==> config.mk <==
export PLATFORM = sky130hd
export DESIGN_NAME = icg_multi_hyst
export DESIGN_NICKNAME = d
export VERILOG_FILES = /design/src/rtl/icg_multi_hyst.sv
export SDC_FILE = /design/constraint.sdc
export NUM_CORES = 1
export LEC_CHECK = 0
export BUFFER_PORTS_ARGS = -buffer_cell sky130_fd_sc_hd__buf_2
export CELL_PAD_IN_SITES_DETAIL_PLACEMENT = 1
export CELL_PAD_IN_SITES_GLOBAL_PLACEMENT = 1
export CORE_UTILIZATION = 39
export DETAILED_ROUTE_END_ITERATION = 10
export PLACE_DENSITY = 0.86
export SLEW_MARGIN = 40
export SYNTH_ARGS = -nofsm -noshare
export SYNTH_HDL_FRONTEND = slang
export SYNTH_SLANG_ARGS = --single-unit
==> constraint.sdc <==
create_clock -name CLK -period 1.82 [get_ports CLK]
set_input_delay 0.364 -clock CLK [delete_from_list [all_inputs] [get_ports CLK]]
set_output_delay 0.364 -clock CLK [all_outputs]
set_load 0.005 [all_outputs]
==> src/rtl/icg_multi_hyst.sv <==
// Multi-channel latch-based clock gate with per-channel idle hysteresis and test enable.
// Optional all-idle cycle statistics are built when ICG_IDLE_STATS_EN is defined.
module icg_multi_hyst #(
  parameter int NCH         = 4,
  parameter int IDLE_CYCLES = 8,
  parameter int STAT_W      = 16
) (
  input  logic              CLK,
  input  logic              RST,
  input  logic [NCH-1:0]    E,
  input  logic              TE,
  output logic [NCH-1:0]    Q,
  output logic [NCH-1:0]    ACTIVE,
  output logic              ALL_IDLE,
  output logic [STAT_W-1:0] IDLE_CNT
);

  localparam int CNT_W = (IDLE_CYCLES < 1) ? 1 : $clog2(IDLE_CYCLES + 1);
  localparam logic [CNT_W-1:0] RELOAD = CNT_W'(IDLE_CYCLES);

  logic [CNT_W-1:0] cnt [NCH];
  logic [NCH-1:0]   en_q;
  logic [NCH-1:0]   en_next;
  logic [NCH-1:0]   latch_q;
  logic             all_idle_q;

  // A channel stays enabled while requested or while its hysteresis counter is non-zero.
  always_comb begin
    en_next = '0;
    for (int i = 0; i < NCH; i++) begin
      en_next[i] = E[i] | (cnt[i] != '0);
    end
  end

  always_ff @(posedge CLK) begin
    if (RST) begin
      for (int i = 0; i < NCH; i++) begin
        cnt[i] <= '0;
      end
      en_q       <= '0;
      all_idle_q <= 1'b1;
    end else begin
      for (int i = 0; i < NCH; i++) begin
        if (E[i]) begin
          cnt[i] <= RELOAD;
        end else if (cnt[i] != '0) begin
          cnt[i] <= cnt[i] - 1'b1;
        end
      end
      en_q       <= en_next;
      all_idle_q <= ~|en_next;
    end
  end

  // Latch is transparent only while CLK is low, so en_q/TE changes never reach Q mid-pulse.
  always_latch begin
    if (!CLK) begin
      latch_q <= en_q | {NCH{TE}};
    end
  end

  assign Q        = {NCH{CLK}} & latch_q;
  assign ACTIVE   = en_q;
  assign ALL_IDLE = all_idle_q;

`ifdef ICG_IDLE_STATS_EN
  logic [STAT_W-1:0] idle_cnt_q;

  // Saturating count of cycles in which every channel was registered idle.
  always_ff @(posedge CLK) begin
    if (RST) begin
      idle_cnt_q <= '0;
    end else if (all_idle_q && (idle_cnt_q != {STAT_W{1'b1}})) begin
      idle_cnt_q <= idle_cnt_q + 1'b1;
    end
  end

  assign IDLE_CNT = idle_cnt_q;
`else
  assign IDLE_CNT = '0;
`endif

endmodule

==> flow_summary.yaml <==
grt:
  grt_pass1_wl_um: 4130
  grt_antenna_before_repair: 0
  grt_pass1_vias: 962
  track_usage_pct: 17.2
  grt_overflow: 0
  grt_max_degree: 18
logic_synthesis:
  yosysTopAreaCell: "edfxtp_1"
  synth-compound-area-share_pct: 6.29
  synth_cells: 131
  synth_area_leaders: "edfxtp_1 (38%), buf_4 (9.4%), dfxtp_1 (7.9%)"
  yosysWarnings: 0
  synth.top_cell.area_share_pct: 37.8
  synthAdderAreaFrac_pct: 4.92
  synthXorXnorAreaFrac_pct: 0
  muxShareOfSynthArea_pct: 1.57
  synth_top_family_by_area: "simple AND/OR/NAND/NOR gates"
  ys_seq_elements: 25
  yosys.area_share.simple_pct: 23.5
  avgSynthCellArea_um2: 9.71
  syn_area_um2: 1270
  synth_cell_types: 25
final_layout:
  nets: 165
  final_common_cell: "nor2_1"
  fillers: 374
  drive_gt1_share_pct: 17.0
  post_layout_nonfiller_instances: 197
  diodes: 0
  mostFrequentLayoutCells: "nor2_1 (23), conb_1 (16), edfxtp_1 (16), buf_2 (15), nand2b_1 (11)"
  synthToLayoutAreaGrowth_pct: 10.8
worst_hold_path:
  min_path_type: "input pin to flop"
  min_from: "E[1]"
  min_to: "ACTIVE[1]$_SDFF_PP0_"
  hold_depth: 3
drt:
  drt-vias-per-instance: 4.72
  drt_iter0_markers: 25
  wl_per_cell_um: 13.2
  dr.pass1.iters: 4
  wl_um: 2600
  vias: 930
  antenna_left: 0
  drcViolationCount: 0
timing:
  setup_viol: 8
  setup_ws_ps: -504
  hold_viol_final: 0
  skew_ps: 0.873
  drv_slew: 0
  worst_hold_slack_ps: 233
  rsz0062_at_grt: "yes"
  fin_tns_setup_ps: -1950
clock_network:
  clock_latency_ps: 420
  path_clk_slew_ps: 130
  cts-hold-fix-buffers: 0
  tritoncts: "yes"
setup_path:
  cp_cell_sequence: "and2_1 -> buf_2"
  reg2reg_depth: 4
  crit_type: "latch to output port"
  cp.depth: 2
  r2r_slack_ps: 50
  crit_family: "latches"
  cp.arrival_ps: 1960
  cp.required_ps: 1460
  end_kind: "output port"
  start_kind: "latch"
  r2r-end: "cnt[0][0]$_SDFFCE_PN0P_"
  rr_startpoint: "cnt[0][0]$_SDFFCE_PN0P_"
  slowest_stage: "dlxtn_1"
  cp_max_fo: 1
  worst-path-buf-inv: 1
  slowest_delay_ps: 410
floorplanning:
  coreArea_um2: 3080
  boundaryPins: 32
  dieArea_um2: 3500
  fp-row-count: 20
  die_h_um: 59.1
  die_x_um: 59.1
  start_util_pct: 41.3
run_status:
  status: "finished with violations"
  violations: "setup timing"
placement:
  globalplace.congestion: 0.729
  hpwl_um: 1990
  numPlacedInstances: 187
  io_buffers: 15
power_and_ir_drop:
  peakVddDrop_mv: 0.345
  power.density_nw_per_um2: 1590
  power_leakage_nw: 0.632
flow_run:
  maxCapViolCount: 0
## flip-flops by register name, summed over array words and instances (netlist names)
register  count
latch_q       4
ALL_IDLE      1
ACTIVE        4
cnt          16
## synthesized netlist by cell type
cell type,n
dfxtp_1,5
o21ai_0,2
a211oi_1,2
conb_1,1
or2_1,4
a21boi_1,4
and2_1,4
inv_1,10
nor3_1,9
ha_1,5
clkbuf_1,1
buf_2,1
or3_1,1
a21oi_1,2
nand2_1,1
o21ai_1,1
mux2i_1,2
edfxtp_1,16
nand3b_1,4
nor2_1,23
buf_4,16
or3b_1,1
dlxtn_1,4
a41o_1,1
nand2b_1,11
## metal layers
| metal | global-route usage, % | up-vias | routed length [µm] |
|---|---|---|---|
| met5 | 0 | - | 0 |
| met4 | 18.0 | 0 | 71 |
| met3 | 4.15 | 9 | 103 |
| met2 | 30.2 | 25 | 1460 |
| met1 | 15.7 | 448 | 963 |
| li1 | - | 448 | - |
## tightest hold or removal path: stages
cell	delay, ps
buf_2	100
nor3_2	60
nor2_1	90
## area by class of cell
| cell class | instances | area [µm²] | share of cell area, % |
|---|---|---|---|
| Timing Repair Buffer | 12 | 62.6 | 4.44 |
| Multi-Input combinational cell | 93 | 534 | 37.9 |
| Clock buffer | 13 | 80.1 | 5.68 |
| Inverter | 10 | 37.5 | 2.66 |
| Sequential cell | 25 | 641 | 45.4 |
| Tap cell | 44 | 55.1 | 3.90 |
## repair_timing
| item | 4_1_cts | 5_1_grt |
|---|---|---|
| pin swaps | 3 | 0 |
| endpoints found under the setup margin | 12 | 16 |
| gates resized for setup | 1 | 2 |
| buffers inserted | 0 | 1 |
## metrics by stage
stage	power, mW	util [%]	instance area [µm²]	setup slack [ps]
6_report	2.24	45.8	1410	-504
5_1_grt	2.43	45.8	1410	-566
3_5_place_dp	1.81	43.2	1330	-28.5
4_1_cts	2.24	45.3	1400	-535
2_1_floorplan	1.54	-	1330	58.8
3_3_place_gp	1.68	43.2	1330	-18.0
## cell families after synthesis
logic type	after synthesis
compound gates	12
fa+ha+maj	5
other cells	1
buf+inv	28
flops	21
simple gates	58
latches	4
mux	2
## worst max-delay path by stage
| stage | startpoint | end | slack (ps) |
|---|---|---|---|
| 2_1_floorplan | latch_q[0]$_DLATCH_N_ | Q[0] | 60 |
| 3_3_place_gp | latch_q[2]$_DLATCH_N_ | Q[2] | -20 |
| 3_5_place_dp | latch_q[1]$_DLATCH_N_ | Q[1] | -30 |
| 4_1_cts | latch_q[1]$_DLATCH_N_ | Q[1] | -540 |
| 5_1_grt | latch_q[1]$_DLATCH_N_ | Q[1] | -570 |
| 6_report | latch_q[1]$_DLATCH_N_ | Q[1] | -500 |
## power by group
group | switching, mW | internal (mW)
sequential | 0.148 | 0.814
clock | 0.253 | 0.271
combinational | 0.419 | 0.333
total | 0.820 | 1.42
Note: power is estimated with default switching activity, not from simulation.
